==> src/rtl/mips_pkg.sv <==
// mips_pkg
// Shared definitions for the fetch stage and the decode controller:
//   - NOP_INSTR_DEFAULT : bubble word (addi x0,x0,0) placed in IF/ID
//   - OPC_*             : major opcode constants for R/I/S/L/B/MAC classes
//   - fetch_state_e     : instruction fetch FSM state encoding
package mips_pkg;

    localparam logic [31:0] NOP_INSTR_DEFAULT = 32'h0000_0013;

    // Major opcode field (instr[6:0]) per instruction class
    localparam logic [6:0] OPC_R_TYPE = 7'b011_0011;
    localparam logic [6:0] OPC_I_TYPE = 7'b001_0011;
    localparam logic [6:0] OPC_S_TYPE = 7'b010_0011;
    localparam logic [6:0] OPC_L_TYPE = 7'b000_0011;
    localparam logic [6:0] OPC_B_TYPE = 7'b110_0011;
    localparam logic [6:0] OPC_MAC    = 7'b000_1011;

    typedef enum logic [1:0] {
        ST_IDLE  = 2'b00,
        ST_FETCH = 2'b01,
        ST_HOLD  = 2'b10
    } fetch_state_e;

endpackage

==> src/rtl/fetch_skid_buffer.sv <==
// fetch_skid_buffer
// One-entry holding register for an instruction word that arrived while
// the pipeline was stalled.
// Ports:
//   clk      in   clock
//   rst      in   async active-high reset (entry invalid)
//   i_load   in   capture i_data, mark entry valid
//   i_clear  in   invalidate entry (wins over i_load)
//   i_data   in   word to capture
//   o_data   out  stored word
//   o_valid  out  entry holds a word
module fetch_skid_buffer (
    input  logic        clk,
    input  logic        rst,
    input  logic        i_load,
    input  logic        i_clear,
    input  logic [31:0] i_data,
    output logic [31:0] o_data,
    output logic        o_valid
);

    logic [31:0] r_data;
    logic        r_valid;

    // Storage register; clear has priority so a redirect always empties the entry
    always_ff @(posedge clk or posedge rst) begin
        if (rst) begin
            r_data  <= 32'h0000_0000;
            r_valid <= 1'b0;
        end else if (i_clear) begin
            r_valid <= 1'b0;
        end else if (i_load) begin
            r_data  <= i_data;
            r_valid <= 1'b1;
        end else begin
            r_data  <= r_data;
            r_valid <= r_valid;
        end
    end

    assign o_data  = r_data;
    assign o_valid = r_valid;

endmodule

==> src/rtl/instruction_fetch_stage.sv <==
// instruction_fetch_stage
// Fetches instruction words from instruction memory and presents them in
// the IF/ID pipeline register. Handles memory wait states (bubbles),
// hazard stalls (response parked in a skid buffer) and branch redirects.
// Ports:
//   clk, rst            clock, async active-high reset
//   stall               freeze PC and IF/ID
//   branch_taken        one-cycle redirect strobe, overrides everything
//   branch_target       redirect address (low two bits ignored)
//   imem_req/imem_addr  read request / word-aligned address
//   imem_ready          imem_rdata valid for imem_addr this cycle
//   imem_rdata          instruction word
//   IF_ID_instruction   registered instruction (NOP_INSTR for a bubble)
//   IF_ID_pc            registered PC of IF_ID_instruction
//   IF_ID_valid         IF_ID_instruction is a real fetched word
module instruction_fetch_stage
    import mips_pkg::*;
#(
    parameter logic [31:0] RESET_PC  = 32'h0000_0000,
    parameter logic [31:0] NOP_INSTR = NOP_INSTR_DEFAULT
) (
    input  logic        clk,
    input  logic        rst,
    input  logic        stall,
    input  logic        branch_taken,
    input  logic [31:0] branch_target,
    output logic        imem_req,
    output logic [31:0] imem_addr,
    input  logic        imem_ready,
    input  logic [31:0] imem_rdata,
    output logic [31:0] IF_ID_instruction,
    output logic [31:0] IF_ID_pc,
    output logic        IF_ID_valid
);

    fetch_state_e r_state;
    fetch_state_e w_state_next;

    logic [31:0] r_pc;
    logic [31:0] r_ifid_instr;
    logic [31:0] r_ifid_pc;
    logic        r_ifid_valid;
    logic        r_imem_req;

    logic [31:0] w_pc_next;
    logic [31:0] w_ifid_instr_next;
    logic [31:0] w_ifid_pc_next;
    logic        w_ifid_valid_next;
    logic        w_skid_load;
    logic        w_skid_clear;
    logic [31:0] w_skid_data;
    logic        w_skid_valid;
    logic [31:0] w_target_aligned;

    assign w_target_aligned = branch_target & 32'hFFFF_FFFC;

    fetch_skid_buffer u_skid (
        .clk     (clk),
        .rst     (rst),
        .i_load  (w_skid_load),
        .i_clear (w_skid_clear),
        .i_data  (imem_rdata),
        .o_data  (w_skid_data),
        .o_valid (w_skid_valid)
    );

    // Next-state and datapath decisions; a redirect overrides stall and state
    always_comb begin
        w_state_next      = r_state;
        w_pc_next         = r_pc;
        w_ifid_instr_next = r_ifid_instr;
        w_ifid_pc_next    = r_ifid_pc;
        w_ifid_valid_next = r_ifid_valid;
        w_skid_load       = 1'b0;
        w_skid_clear      = 1'b0;

        if (branch_taken) begin
            // Any same-cycle memory response is dropped; IF_ID_pc keeps its last value
            w_pc_next         = w_target_aligned;
            w_ifid_instr_next = NOP_INSTR;
            w_ifid_valid_next = 1'b0;
            w_skid_clear      = 1'b1;
            w_state_next      = ST_FETCH;
        end else begin
            case (r_state)
                ST_IDLE: begin
                    w_state_next = ST_FETCH;
                end
                ST_FETCH: begin
                    if (imem_ready) begin
                        if (stall) begin
                            // Park the word so it is neither lost nor duplicated
                            w_skid_load  = 1'b1;
                            w_state_next = ST_HOLD;
                        end else begin
                            w_ifid_instr_next = imem_rdata;
                            w_ifid_pc_next    = r_pc;
                            w_ifid_valid_next = 1'b1;
                            w_pc_next         = r_pc + 32'd4;
                            w_state_next      = ST_FETCH;
                        end
                    end else begin
                        if (stall) begin
                            w_state_next = ST_FETCH;
                        end else begin
                            w_ifid_instr_next = NOP_INSTR;
                            w_ifid_valid_next = 1'b0;
                            w_state_next      = ST_FETCH;
                        end
                    end
                end
                ST_HOLD: begin
                    if (stall) begin
                        w_state_next = ST_HOLD;
                    end else begin
                        w_ifid_instr_next = w_skid_data;
                        w_ifid_pc_next    = r_pc;
                        w_ifid_valid_next = 1'b1;
                        w_pc_next         = r_pc + 32'd4;
                        w_skid_clear      = 1'b1;
                        w_state_next      = ST_FETCH;
                    end
                end
                default: begin
                    w_state_next = ST_IDLE;
                end
            endcase
        end
    end

    // State, PC, IF/ID and request registers
    always_ff @(posedge clk or posedge rst) begin
        if (rst) begin
            r_state      <= ST_IDLE;
            r_pc         <= RESET_PC & 32'hFFFF_FFFC;
            r_ifid_instr <= NOP_INSTR;
            r_ifid_pc    <= 32'h0000_0000;
            r_ifid_valid <= 1'b0;
            r_imem_req   <= 1'b0;
        end else begin
            r_state      <= w_state_next;
            r_pc         <= w_pc_next;
            r_ifid_instr <= w_ifid_instr_next;
            r_ifid_pc    <= w_ifid_pc_next;
            r_ifid_valid <= w_ifid_valid_next;
            r_imem_req   <= (w_state_next == ST_FETCH);
        end
    end

    assign imem_req          = r_imem_req;
    assign imem_addr         = r_pc;
    assign IF_ID_instruction = r_ifid_instr;
    assign IF_ID_pc          = r_ifid_pc;
    assign IF_ID_valid       = r_ifid_valid;

endmodule

==> config.mk <==
export PLATFORM = sky130hd
export DESIGN_NAME = instruction_fetch_stage
export DESIGN_NICKNAME = d
export VERILOG_FILES = /design/src/rtl/mips_pkg.sv /design/src/rtl/fetch_skid_buffer.sv /design/src/rtl/instruction_fetch_stage.sv
export SDC_FILE = /design/constraint.sdc
export NUM_CORES = 1
export LEC_CHECK = 0
export CAP_MARGIN = 10
export CORE_UTILIZATION = 40
export CTS_BUF_LIST = sky130_fd_sc_hd__clkbuf_4
export DETAILED_ROUTE_END_ITERATION = 10
export GPL_ROUTABILITY_DRIVEN = 0
export PLACE_DENSITY = 0.69
export SLEW_MARGIN = 20
export SYNTH_ARGS = -nofsm -noshare
export SYNTH_HDL_FRONTEND = slang
export SYNTH_SLANG_ARGS = --single-unit
==> constraint.sdc <==
create_clock -name clk -period 5.2 [get_ports clk]
set_input_delay 1.04 -clock clk [delete_from_list [all_inputs] [get_ports clk]]
set_output_delay 1.04 -clock clk [all_outputs]
set_load 0.01 [all_outputs]
; Word level (Yosys, flattened, before mapping)
; Index checks and enable logic that the tools add are counted.
[word_totals]
out_inout_bits = 98
in_bits = 69
regBits = 132
[classes]
eq_ne = 8
n_addsub = 1
n_reduce_logical = 8
n_mux = 29
bitwise_logic = 2
[op_table]
columns = op, count
row1 = two-way mux 32 bit, 10
row2 = case mux 32 bit (2 select lines), 3
row3 = adder 32 x 3 -> 32 bit (second input constant), 1
row4 = two-way mux 1 bit, 11
row5 = != test 3 bit (second input constant), 3
row6 = two-way mux 2 bit, 3
row7 = case mux 2 bit (3 select lines), 1
row8 = AND reduction 2 bit, 3
row9 = AND reduction 3 bit, 2
row10 = == test 2 x 1 -> 1 bit (second input constant), 2
row11 = != test 4 bit (second input constant), 1
row12 = nonzero test 3 bit, 1
row13 = == test 2 bit (second input constant), 1
row14 = zero test 2 bit, 1
row15 = != test 2 bit (second input constant), 1
row16 = NOT 1 bit, 2
row17 = case mux 1 bit (2 select lines), 1
row18 = nonzero test 2 bit, 1

; Logic depth before layout (Yosys ltp)
; Gate-level depths: netlist (run 1).
[depth]
ltp_word = 5
ltp_mapped = 7
ltp_nobuf = 5

; Modules after synthesis
; A second synthesis (run 1) with hierarchy kept.
[hier_totals]
hier_cells = 546
area_unflattened_um2 = 6187.2
[modules_own_cells]
columns = mod, area_per_inst_um2, seq_area_each_um2, n_inst, cells_each
row1 = instruction_fetch_stage, 4792.1, 2406.1, 1, 473
row2 = fetch_skid_buffer, 1395.1, 825.8, 1, 73

; Least setup slack after synthesis (run 1)
; OpenSTA, ideal clock, no wires.
[synth_path]
path_kind = input to register
startpoint = input port stall
endpoint = register r_pc[24], in the netlist imem_addr[24]
path_slack_ns = 2.899
setup_time_ns = 0.082
required_time_ns = 5.118
arrival_time_ns = 2.219
cell_stages = 5
path_cell_list = clkbuf_1 > and3b_1 > o211ai_4 > or4_1 > a31oi_1
[synth_between]
elab_chain_cells = 4
[synth_rtl]
columns = item, line_no
row1 = start: declaration, instruction_fetch_stage.sv:24  ; input logic stall,
row2 = two-way mux 32 bit *, -
row3 = two-way mux 32 bit, -
row4 = case mux 32 bit (2 select lines) *, -
row5 = two-way mux 32 bit *, -
row6 = end signal: assignment, instruction_fetch_stage.sv:135  ; r_pc <= RESET_PC & 32'hFFFF_FFFC;
row7 = end signal: assignment, instruction_fetch_stage.sv:142  ; r_pc <= w_pc_next;
row8 = end: declaration, instruction_fetch_stage.sv:39  ; logic [31:0] r_pc;
; Mark *: on every way between the ends. The rest lies on a longest branch, timed or not. The select of a mux whose other input is x is not followed.
; A chain may end at the register's enable or synchronous reset.

; Final worst setup path (run 1)
[layout_path]
startpoint = input port branch_taken
endpoint = register r_ifid_pc[6], in the netlist IF_ID_pc[6]
[layout_between]
elab_chain_cells = 2
[layout_rtl]
columns = item, line_no
row1 = start: declaration, instruction_fetch_stage.sv:25  ; input logic branch_taken,
row2 = NOT 1 bit (no source line), -
row3 = AND reduction 3 bit (no source line), -
row4 = end signal: assignment, instruction_fetch_stage.sv:144  ; r_ifid_pc <= w_ifid_pc_next;
row5 = end: declaration, instruction_fetch_stage.sv:41  ; logic [31:0] r_ifid_pc;
; Every way passes these cells.

==> results.txt, run 1 <==
status: finished clean
f_max: 300 MHz
routed via count: 4,837
WL per Instance: 18.1 µm
residual DRC count: 0
first-pass GRT wire length: 25,400 µm
Final Critical Period: 3.33 ns
Slew Limit Fails: 0
top-area cell type share of the netlist area: 51.9%
Clock Path Buffers: 2
final hold violation count: 0
share of flip-flops with an asynchronous set or reset: 100%
number of flops mapped to enable cells by yosys: 0
Critical Path RT: 5.62 ns
1st-pass router iterations: 4
largest family of logic cells by synthesized area: compound AO/OA/AOI/OAI gates
grt met2 use: 31.7%
Setup TNS Final: 0 ns
Post-Synth XOR/XNOR Area: 0.873%
Setup Fix Bufs, Post-CTS: 0
Post-Layout Cell Count: 871
post-synth top area cell: dfrtp_1
HP Start: IF_ID_instruction[8]
row count: 44
Core Area: 14,600 µm²
global route total overflow: 0
worst hold endpoint: IF_ID_instruction[8]
I/O pin count: 167
Synth Flop Type: dfrtp_1
post-synthesis sequential area ratio: 53.3%
clk sinks: 128
most common cell in the synthesized netlist: dfrtp_1
Reg2Reg Depth: 5
maximum VDD drop: 168 µV
CP Capture Type: flip-flop
Critical Path Source Type: input port
ANT cells: 0
GR Util All Layers: 20.8%
leakage: 3.25 nW
clock slew at reported path FFs: 0.10 ns
port bufs: 160
Rel. slew slack: 35.2%
Area contributors post-synth: dfrtp_1 (52%), mux2_2 (12%), o2bb2ai_1 (4.2%)
period utilisation layout: 64.1%
Synth Area in Adders: 0.208%
Unique masters post-synth: 56
largest net degree at the start of global routing: 83
initial antenna violation count: 0
Hold Path Depth: 1
Die W: 125 µm
GR peak layer: met2
nets@finish: 744
Root Driver: clkbuf_4
FF-to-FF Start: r_state[0]
worst r2r dst: IF_ID_pc[6]
hold-fix buffers at CTS: 0
Ys Warns: 0
reg2reg setup slack: 2.04 ns
Routed Wire Length: 15,800 µm
synth-to-layout area growth: 33.0%
Die Ht: 125 µm
share of layout cells above drive strength 1: 17.8%
met1 Track Usage GR: 28.0%
crit path DAT: 3.75 ns
mux contribution to synthesized area: 11.8%
Post-Place Cells: 839
post-DP HPWL: 10,600 µm
Simple-Gate Fraction of Synth Area: 14.0%
CTS buffer count: 17
complex-gate fraction of the synthesized area: 15.2%
Clock Skew: 0.0184 ns
Post-synth top cells: dfrtp_1 (125), mux2_2 (62), a21oi_1 (33), and3_1 (33), o2bb2ai_1 (29)
clk_lat worst skew: 0.54 ns
unrepaired setup endpoints after global routing: no
final instance area: 8010 µm²
CP Class: in -> reg
worst min path class: reg -> reg
Crit Path Max Fanout: 45
Iter 0 DRT Violations: 291
synthesized flop and latch total: 128
DP Area: 7710 µm²
number of global-route vias before repair: 4,898
Cells after Synth: 526
htree depth: 4
cts repair resizes: 0
Syn Area/Cell: 11.4 µm²
maximum capacitance violations: 0
CTS tree: built
Starting Density: 41.3%
Die ar.: 15,600 µm²
setup violators final: 0
vias per cell: 5.55
Mapped Area: 6020 µm²
actual slew at the worst max-slew pin: 0.969 ns
Pwr Density: 323 nW/µm²
Final ANT Viol Nets: 0
GR Layer Usage met3: 6.31%
[cell type report]
| class | instances | area [µm²] |
|---|---|---|
| fill | 1198 | 6580 |
| sequential | 128 | 3210 |
| multi-input combinational | 347 | 2560 |
| timing repair buffer | 169 | 1670 |
| tap | 184 | 230 |
| clock buffer | 24 | 180 |
| clock inverter | 8 | 115 |
| inverter | 11 | 46.3 |
[worst max-delay path by stage]
stage                       startpoint                    end  slack (ns)  cells after the start
after floorplan                    rst  IF_ID_instruction[10]        0.75                      1
after global placement    branch_taken           IF_ID_pc[27]        1.43                      7
after detailed placement  branch_taken           IF_ID_pc[28]        1.37                      7
after CTS                 branch_taken            IF_ID_pc[3]        1.95                      7
after global routing      branch_taken            IF_ID_pc[6]        1.78                      7
final                     branch_taken            IF_ID_pc[6]        1.87                      7
[through the flow]
stage	total power [W]	setup slack, ns	hold WS [ns]	utilization [%]
3_5_place_dp	0.00189	1.37	0.473	52.8
6_report	0.00259	1.87	0.498	54.9
2_1_floorplan	0.00156	0.752	0.481	-
3_3_place_gp	0.00187	1.43	0.474	52.8
5_1_grt	0.00272	1.78	0.524	54.9
4_1_cts	0.00261	1.95	0.504	54.9
[power breakdown]
part	internal, W	leakage, nW	switching [W]
registers	0.00116	1.55	0.000115
clock network	0.000367	0.164	0.000354
logic	0.000361	1.54	0.000238
[cell families (layout without fill, tap and decap cells)]
| logic type | Yosys count | in the layout |
|---|---|---|
| adder cells (fa/ha/maj) | 1 | 1 |
| other | 1 | 4 |
| AND/OR/NAND/NOR | 142 | 142 |
| XOR/XNOR | 6 | 6 |
| multiplexers | 63 | 63 |
| AO/OA/AOI/OAI | 131 | 131 |
| flip-flops | 128 | 128 |
| buffers and inverters | 54 | 212 |
[registers in the layout, indices dropped and copies added, names as in the netlist]
| name | count |
|---|---|
| IF_ID_instruction | 32 |
| u_skid.o_data | 32 |
| IF_ID_pc | 30 |
| imem_addr | 30 |
| r_state | 2 |
| IF_ID_valid | 1 |
| imem_req | 1 |
[placed cells by master (no fill, tap or decap), types with 4 or more instances in the layout]
master / instances
nand2_1: 22
conb_1: 4
inv_1: 10
o21ai_0: 14
o2bb2ai_1: 29
or3_1: 6
nor2_1: 26
o31ai_1: 10
dfrtp_1: 125
a31oi_1: 23
nand4_1: 8
mux2_2: 62
or4_1: 10
clkbuf_4: 24
clkdlybuf4s50_1: 160
and2_1: 4
nand3_1: 5
and3_1: 33
buf_4: 9
a21oi_1: 33
and4_1: 5
[critical path: stages]
cell,delay [ns]
clkdlybuf4s50_1,0.43
buf_4,0.23
inv_1,0.14
buf_4,0.42
and2_1,0.73
buf_4,0.37
mux2_2,0.36
[layer usage]
layer  vias to the layer above  wire length [µm]
met1                      2401              7290
met5                         -                 0
li1                       2259                 -
met4                         0               233
met3                        20               999
met2                       157              7260
Power figures use the tool's default switching activity.
==> run 2, diff against run 1 <==
- PLACE_DENSITY: 0.69 -> 0.71
- clock period: 5.2 -> 3 ns (I/O delays scaled with it)
==> run 2 against run 1 <==
Effect of this change:
- final cell count grew 0.46%
- global-route usage grew 0.20 points
- setup slack lost 1.2 ns
- non-clock buffer count grew 5
- sequential share of layout area shrank 0.43 points
- power grew 76%
- critical path depth shrank 6
- clock-buffer cell count shrank 5
- via count shrank 0.23%
- sequential power grew 72%
- wire length shrank 2.1%
==> results.txt, run 2 (synthesis results as in run 1) <==
status: finished clean
CP max-delay cell: clkdlybuf4s50_1
Core Area: 14,600 µm² (unchanged)
first-pass GRT wire length: 25,800 µm (+1.5%)
CTS buffer count: 17 (unchanged)
Iter 0 DRT Violations: 292 (+0.34%)
final hold violation count: 0 (unchanged)
reg2reg setup slack: 0.81 ns (-1.23 ns)
ANT cells: 0 (unchanged)
leakage: 3.29 nW (+1.3%)
unrepaired setup endpoints after global routing: no
htree depth: 4 (unchanged)
vias per cell: 5.52 (-0.68%)
initial antenna violation count: 0 (unchanged)
Switching Fraction: 27.3% (+0.042 points)
CP Class: reg -> out
FF-to-FF Start: imem_addr[4]
# fillers: 1,201 (+0.25%)
WL per Instance: 17.7 µm (-2.6%)
Final ANT Viol Nets: 0 (unchanged)
Place WS: 0.379 ns (-0.991 ns)
critical path, cell by cell: clkdlybuf4s50_1
synth-to-layout area growth: 34.4%
Comb pwr share: 23.1% (about the same)
Starting Density: 41.3% (unchanged)
share of layout cells above drive strength 1: 18.5% (+0.77 points)
clock share of power: 28.7% (+0.9 points)
f_max: 435 MHz
Worst Setup Slack, final: 0.702 ns (-1.17 ns)
post-DP HPWL: 10,500 µm (-0.66%)
period utilisation layout: 76.6%
Die ar.: 15,600 µm² (unchanged)
row count: 44 (unchanged)
I/O pin count: 167 (unchanged)
clock slew at reported path FFs: 0.11 ns (about the same)
Final Critical Period: 2.30 ns
global route total overflow: 0 (unchanged)
Rel. slew slack: 59.2% (+24 points)
worst path bufs/invs: 1 (-4)
worst r2r dst: imem_addr[18]
Clock Skew: 0.0160 ns (-0.00236 ns)
Max stage delay on crit path: 0.60 ns (-0.13 ns)
maximum VDD drop: 296 µV (+77%)
Die W: 125 µm (unchanged)
maximum capacitance violations: 0 (unchanged)
Root Driver: clkbuf_4
Reg2Reg Depth: 4 (-1)
largest net degree at the start of global routing: 54 (-35%)
actual slew at the worst max-slew pin: 0.612 ns (-0.357 ns)
Setup TNS Final: 0 ns (unchanged)
Crit path max-delay family: buffers and inverters
Clock Path Buffers: 2 (unchanged)
internal cell power: 0.00331 W (+76%)
hold-fix buffers at CTS: 0 (unchanged)
Setup Fix Bufs, Post-CTS: 0 (unchanged)
Critical Path RT: 2.40 ns (-3.22 ns)
share of power burned in registers: 48.2% (-0.9 points)
Slew Limit Fails: 0 (unchanged)
clk_lat worst skew: 0.56 ns (+0.02 ns)
GR Util All Layers: 21.0% (+0.20 points)
Pwr Density: 562 nW/µm² (+74%)
CP Capture Type: output port
CTS tree: built
most common cell after layout, fill and taps aside: clkdlybuf4s50_1
clk sinks: 128 (unchanged)
port bufs: 160 (unchanged)
1st-pass router iterations: 4 (unchanged)
Critical Path Source Type: flip-flop
residual DRC count: 0 (unchanged)
Crit Path Max Fanout: 8 (-82%)
most frequent cells in the layout: clkdlybuf4s50_1 (160), dfrtp_1 (125), mux2_2 (62), a21oi_1 (33), and3_1 (33)
Routed Wire Length: 15,500 µm (-2.1%)
number of global-route vias before repair: 4,979 (+1.7%)
worst min path class: in -> async
setup violators final: 0 (unchanged)
cts repair resizes: 0 (unchanged)
crit path DAT: 1.70 ns (-2.05 ns)
routed via count: 4,826 (-0.23%)
Die Ht: 125 µm (unchanged)
nets@finish: 749 (+0.67%)
Switch Pwr: 0.00124 W (+76%)
run 2: cell count changes in the layout (fill, tap and decap cells not counted), sizes merged:
| cell | delta |
|---|---|
| buf | +5 |
| clkbuf | -5 |
| clkinv | +2 |
| bufinv | +1 |
| clkinvlp | +1 |
run 2: how the worst max path moves through the flow:
stage,start,end,cells past startpoint
after floorplan,rst,IF_ID_instruction[10],1
after global placement,imem_ready,IF_ID_pc[8],6
after detailed placement,imem_ready,IF_ID_pc[22],6
after CTS,imem_addr[19],imem_addr[19],1
after global routing,imem_addr[19],imem_addr[19],1
final,imem_addr[19],imem_addr[19],1
run 2: layout make-up:
cell class | instances | area [µm²] | share of cell area, %
well taps | 184 | 230 | 2.84
inverters | 11 | 45.0 | 0.556
flip-flops and latches | 128 | 3210 | 39.6
repair buffers | 174 | 1740 | 21.5
clock buffers | 19 | 143 | 1.76
multi-input cells | 347 | 2560 | 31.6
clock inverters | 12 | 166 | 2.06
run 2: power groups by stage:
| stage | Combinational [W] | Clock [W] | Sequential (W) |
|---|---|---|---|
| finish | 0.00105 | 0.00131 | 0.00219 |
| global route | 0.00113 | 0.00142 | 0.00224 |
| CTS | 0.00106 | 0.00135 | 0.00220 |
| detailed placement | 0.00106 | 0 | 0.00223 |
| global placement | 0.00103 | 0 | 0.00221 |
| floorplan | 0.000433 | 0 | 0.00227 |
run 2: stage by stage:
stage / std cells / power, W / utilization [%] / hold slack, ns / cell area, µm²
floorplan: 529 / 0.00270 / - / 0.481 / 6040
global placement: 844 / 0.00324 / 53.4 / 0.473 / 7790
detailed placement: 844 / 0.00329 / 53.4 / 0.472 / 7790
CTS: 875 / 0.00461 / 55.5 / 0.340 / 8100
global route: 875 / 0.00479 / 55.5 / 0.356 / 8100
finish: 875 / 0.00455 / 55.5 / 0.373 / 8100
run 2: layer usage:
layer,part of all wire (%),GRT usage (%),up-vias
li1,-,-,2262
met1,44,27.3,2391
met2,47,33.1,151
met3,7.3,6.36,22
met4,1.6,7.44,0
met5,0,0,-
run 2: worst register-to-register path, stage by stage (launching register included):
cell     delay (ns)
dfrtp_1        0.50
and4_1         0.46
nand4_2        0.40
or4_1          0.58
a31oi_1        0.17
==> patch 1 (settings of run 1) <==
Re-encode `fetch_state_e` (3 states) as one-hot, 3 bits wide.
--- a/src/rtl/mips_pkg.sv
+++ b/src/rtl/mips_pkg.sv
@@ -16,8 +16,8 @@
     localparam logic [6:0] OPC_MAC    = 7'b000_1011;
 
-    typedef enum logic [1:0] {
-        ST_IDLE  = 2'b00,
-        ST_FETCH = 2'b01,
-        ST_HOLD  = 2'b10
+    typedef enum logic [2:0] {
+        ST_IDLE  = 3'b001,
+        ST_FETCH = 3'b010,
+        ST_HOLD  = 3'b100
     } fetch_state_e;
 
Check against the original RTL: no difference found for any inputs over 4 cycles, from zero or initial values and one cycle with rst high; so few cycles prove little.
==> patch 1 against run 1 <==
Clock skew fell by 0.0057 ns; sequential cell count rose by 1; power rose by 17%; wire length rose by 2.8%; highest routed layer unchanged; critical path depth fell by 2; final area rose by 2.2%; largest cell class unchanged; synthesized area rose by 2.9%; worst setup slack improved by 0.49 ns; register-to-register slack improved by 0.61 ns.
==> patch 1: results (changes against run 1) <==
| Metric | Value |
|---|---|
| Clk_lat worst skew | `between 0.5 and 0.6 ns` |
| # resized after CTS | `0 (unchanged)` |
| Drt via density | `5.658 (+1.9%)` |
| Synth top area cells | `dfrtp_1 (50%), mux2_2 (10%), mux2i_1 (3.1%), nand3_1 (2.6%), nand2_1 (2.5%)` |
| Clk root buf | `clkbuf_4` |
| Initial drt markers | `327 (+12%)` |
| DP HPWL | `10.76 mm (+1.5%)` |
| Peak supply drop | `171.3 uV (+2.3%)` |
| Post-CTS Setup Inserts | `0 (unchanged)` |
| CTS Buffer Depth | `2 (unchanged)` |
| Layout cells sized above 1 | `0.1563 (-0.02129)` |
| WL per Instance | `17.81 um (-1.7%)` |
| Vias in the first global route | `5136 (+4.9%)` |
| Max transition margin | `0.3318 (-0.02074)` |
| Worst Path Max Fanout | `35 (-22%)` |
| GR Util All Layers | `0.2105 (+0.002463)` |
| Crit path arrival time | `3.28 ns (-0.47 ns)` |
| CP max stage delay | `0.54 ns (-0.19 ns)` |
| R2R setup slack | `2.65 ns (+0.61 ns)` |
| ANT nets after route | `0 (unchanged)` |
| Initial antenna violation count | `0 (unchanged)` |
| Clk slew on worst S/H paths | `~0.11 ns` |
| CP delay by family, top | `simple AND/OR/NAND/NOR gates` |
| CP max-delay cell | `nand2_2` |
| Global-route wire length before repair | `26.50 mm (+4.2%)` |
| Synth async-reset ratio | `1.000 (unchanged)` |
| Ys Warns | `0 (unchanged)` |
| Drt first pass iters | `5 (+1)` |
| Hold-critical path depth | `2 (+1)` |
| Leak | `3.282 nW (+0.91%)` |
| H-Tree Depth | `4 (unchanged)` |
| Status | `completed` |
| Min-Delay Path Class | `flip-flop to flip-flop` |
| Sequential area share after synthesis | `0.5217 (-0.01081)` |
| DP Worst Slack | `1.756 ns (+0.3849 ns)` |
| Worst Clk Skew | `0.01271 ns (-0.005660 ns)` |
| Worst reg-to-reg path cell count | `4 (-1)` |
| Final net count | `780 (+4.8%)` |
| Post-synth cell types | `65 (+16%)` |
| Top cells by count, synth | `dfrtp_1 (125), mux2_2 (55), nand2_1 (41)` |
| Fin crit share | `0.5470 (-0.09352)` |
| Total CTS buffers | `17 (unchanged)` |
| Largest net degree at the start of global routing | `100 (+20%)` |
| Port Buf Inserts | `160 (unchanged)` |
| Antenna cells | `0 (unchanged)` |
[patch 1: kinds of logic (layout without fill, tap and decap cells)]
kind of cell / count (synthesis) / after routing / synth area share
buffers and inverters: 59 / 210 / 0.04098
flip-flops: 129 / 129 / 0.5217
adder cells (fa/ha/maj): 1 / 1 / 0.002019
AND/OR/NAND/NOR: 179 / 179 / 0.1518
XOR/XNOR: 9 / 9 / 0.01272
other: 1 / 4 / 0.0006051
multiplexers: 74 / 74 / 0.1306
AO/OA/AOI/OAI: 117 / 117 / 0.1395
[patch 1: final timing paths]
kind | from | to
setup reg to reg | r_state[2] | IF_ID_pc[3]
min in group asynchronous | rst | imem_addr[2]
hold / removal | IF_ID_instruction[1] | IF_ID_instruction[1]
hold reg to reg | IF_ID_instruction[1] | IF_ID_instruction[1]
setup / recovery | imem_ready | IF_ID_pc[3]
max in group asynchronous | rst | IF_ID_instruction[1]
[patch 1: metrics by stage]
| stage | area [um^2] | utilization | power (mW) | hold WS (ns) | instances |
|---|---|---|---|---|---|
| floorplan | 6208 | - | 1.864 | 0.4787 | 572 |
| global placement | 7885 | 0.5206 | 2.300 | 0.4724 | 879 |
| detailed placement | 7888 | 0.5208 | 2.344 | 0.4761 | 879 |
| CTS | 8184 | 0.5404 | 3.064 | 0.5024 | 911 |
| global route | 8187 | 0.5405 | 3.214 | 0.5228 | 911 |
| finish | 8187 | 0.5405 | 3.041 | 0.4967 | 911 |
[patch 1: final cells by class]
cell class              instances  area [um^2]
clock buffers                  17        127.6
repair buffers                167         1649
fillers                      1320         6959
inverters                      11        46.29
multi-input cells             384         2726
well taps                     188        235.2
clock inverters                15        168.9
flip-flops and latches        129         3233
[patch 1: worst register-to-register path: stages (launching register included)]
cell and delay (ns):
dfrtp_1 0.53, nand3b_1 0.45, a21oi_4 0.42, nand2_2 0.54, mux2_2 0.50
[patch 1: layer usage]
| layer | vias to the layer above | GRT usage | wire [um] |
|---|---|---|---|
| met4 | 0 | 0.07583 | 271 |
| met5 | - | 0 | 0 |
| met3 | 21 | 0.06664 | 1174 |
| met1 | 2549 | 0.2668 | 7129 |
| met2 | 178 | 0.3386 | 7647 |
| li1 | 2406 | - | - |
[patch 1: where the power goes]
group | switching [mW] | internal, mW
Clock | 0.396 | 0.328
Combinational | 0.365 | 0.521
Sequential | 0.175 | 1.26
==> patch 2 (config.mk and constraints of run 1) <==
Made on the original files. Make the reset (`rst`) synchronous in 2 clocked blocks. Comments in the files are not updated.
--- a/src/rtl/fetch_skid_buffer.sv
+++ b/src/rtl/fetch_skid_buffer.sv
@@ -24,5 +24,5 @@
 
     // Storage register; clear has priority so a redirect always empties the entry
-    always_ff @(posedge clk or posedge rst) begin
+    always_ff @(posedge clk) begin
         if (rst) begin
             r_data  <= 32'h0000_0000;
--- a/src/rtl/instruction_fetch_stage.sv
+++ b/src/rtl/instruction_fetch_stage.sv
@@ -130,5 +130,5 @@
 
     // State, PC, IF/ID and request registers
-    always_ff @(posedge clk or posedge rst) begin
+    always_ff @(posedge clk) begin
         if (rst) begin
             r_state      <= ST_IDLE;
Formal check against the unedited RTL: differs if rst is asserted again (counterexample within 4 cycles, from zero or initial values and one cycle with rst high); with rst held inactive, the same outputs for 4 cycles.
==> patch 2 against run 1 <==
Global-route usage rose by 2.3 points; register-to-register slack improved by 0.60 ns; wire length rose by 0.35%; synthesized area fell by 7.8%; count of clock-buffer cells in the layout fell by 6; sequential cell count did not move; hold slack got worse by 0.037 ns; sequential share of layout area fell by 5.9 points; power fell by 21%; final area fell by 6.2%; via count rose by 14%; worst setup slack improved by 0.47 ns; core utilization rose by 1.1 points; sequential power fell by 17%; critical path type unchanged; largest power group unchanged; highest routed layer unchanged.
==> patch 2: results (changes against run 1) <==
| Metric | Value |
|---|---|
| Initial drt markers | `367 (+26%)` |
| Ys flop type | `dfxtp_1` |
| Leak | `2.670 nW (-18%)` |
| CP max stage delay | `0.91 ns (+0.18 ns)` |
| Largest net degree at the start of global routing | `69 (-17%)` |
| Worst Hold Margin | `0.4611 ns (-0.03659 ns)` |
| Met2 WL post-DR | `7.510 mm (+3.4%)` |
| R2R setup slack | `2.64 ns (+0.60 ns)` |
| Area after DPL | `7224 um^2 (-6.3%)` |
| Hold endpoint | `IF_ID_pc[30]` |
| Final std cells w/o fill | `1044 (+20%)` |
| Drt first pass iters | `5 (+1)` |
| Met2 GRT Util | `0.3667 (+0.04950)` |
| CP delay by family, top | `simple AND/OR/NAND/NOR gates` |
| Worst Clk Skew | `0.01680 ns (-0.001568 ns)` |
| Net Sw Power | `0.5489 mW (-22%)` |
| Synth top area cells | `dfxtp_1 (46%), nand2_1 (12%), a21oi_1 (7.2%), a211oi_1 (6.2%), nor2_1 (5.5%)` |
| Peak supply drop | `130.8 uV (-22%)` |
| Sequential area share after synthesis | `0.4615 (-0.07105)` |
| Synth Area in Adders | `0.01127 (+0.009189)` |
| Origin of the worst setup path | `stall` |
| CP Capture Point | `imem_addr[29]` |
| Fillers | `1223 (+2.1%)` |
| Crit path arrival time | `3.32 ns (-0.43 ns)` |
| Total Wirelength | `15.84 mm (+0.35%)` |
| Vias in the first global route | `5273 (+7.7%)` |
| CP max-delay cell | `or3_2` |
| Hold_sp | `IF_ID_pc[30]` |
| Status | `completed` |
| DR WL met3 | `1.251 mm (+25%)` |
| Post-Synth XOR/XNOR Area | `0.03943 (+0.03071)` |
| Synth Area in Compound Gates | `0.1647 (+0.01263)` |
| Global-route wire length before repair | `26.08 mm (+2.6%)` |
| Drt via density | `5.289 (-4.8%)` |
| Routing usage on met3 | `0.07652 (+0.01338)` |
| Worst reg-to-reg path cell count | `6 (+1)` |
| Layout cells sized above 1 | `0.05530 (-0.1223)` |
| Worst r2r src | `r_state[1]` |
| DP HPWL | `10.39 mm (-2.0%)` |
patch 2: layout make-up:
| type | count | area (um^2) | area share |
|---|---|---|---|
| inverters | 11 | 41.29 | 0.005499 |
| well taps | 176 | 220.2 | 0.02933 |
| clock inverters | 14 | 147.6 | 0.01966 |
| clock buffers | 18 | 135.1 | 0.01800 |
| flip-flops and latches | 128 | 2562 | 0.3413 |
| repair buffers | 169 | 1667 | 0.2220 |
| multi-input cells | 528 | 2735 | 0.3643 |
patch 2: logic make-up after synthesis:
| family | after synthesis |
|---|---|
| fa+ha+maj | 5 |
| buf+inv | 70 |
| simple gates | 343 |
| xor+xnor | 25 |
| mux | 2 |
| flops | 128 |
| compound gates | 149 |
| other cells | 1 |
patch 2: power groups by stage:
stage,Clock [mW],Sequential (mW),Combinational [mW]
after floorplan,0,1.08,0.138
after global placement,0,1.08,0.294
after detailed placement,0,1.08,0.300
after CTS,0.712,1.06,0.302
after global routing,0.762,1.06,0.328
final,0.690,1.06,0.299
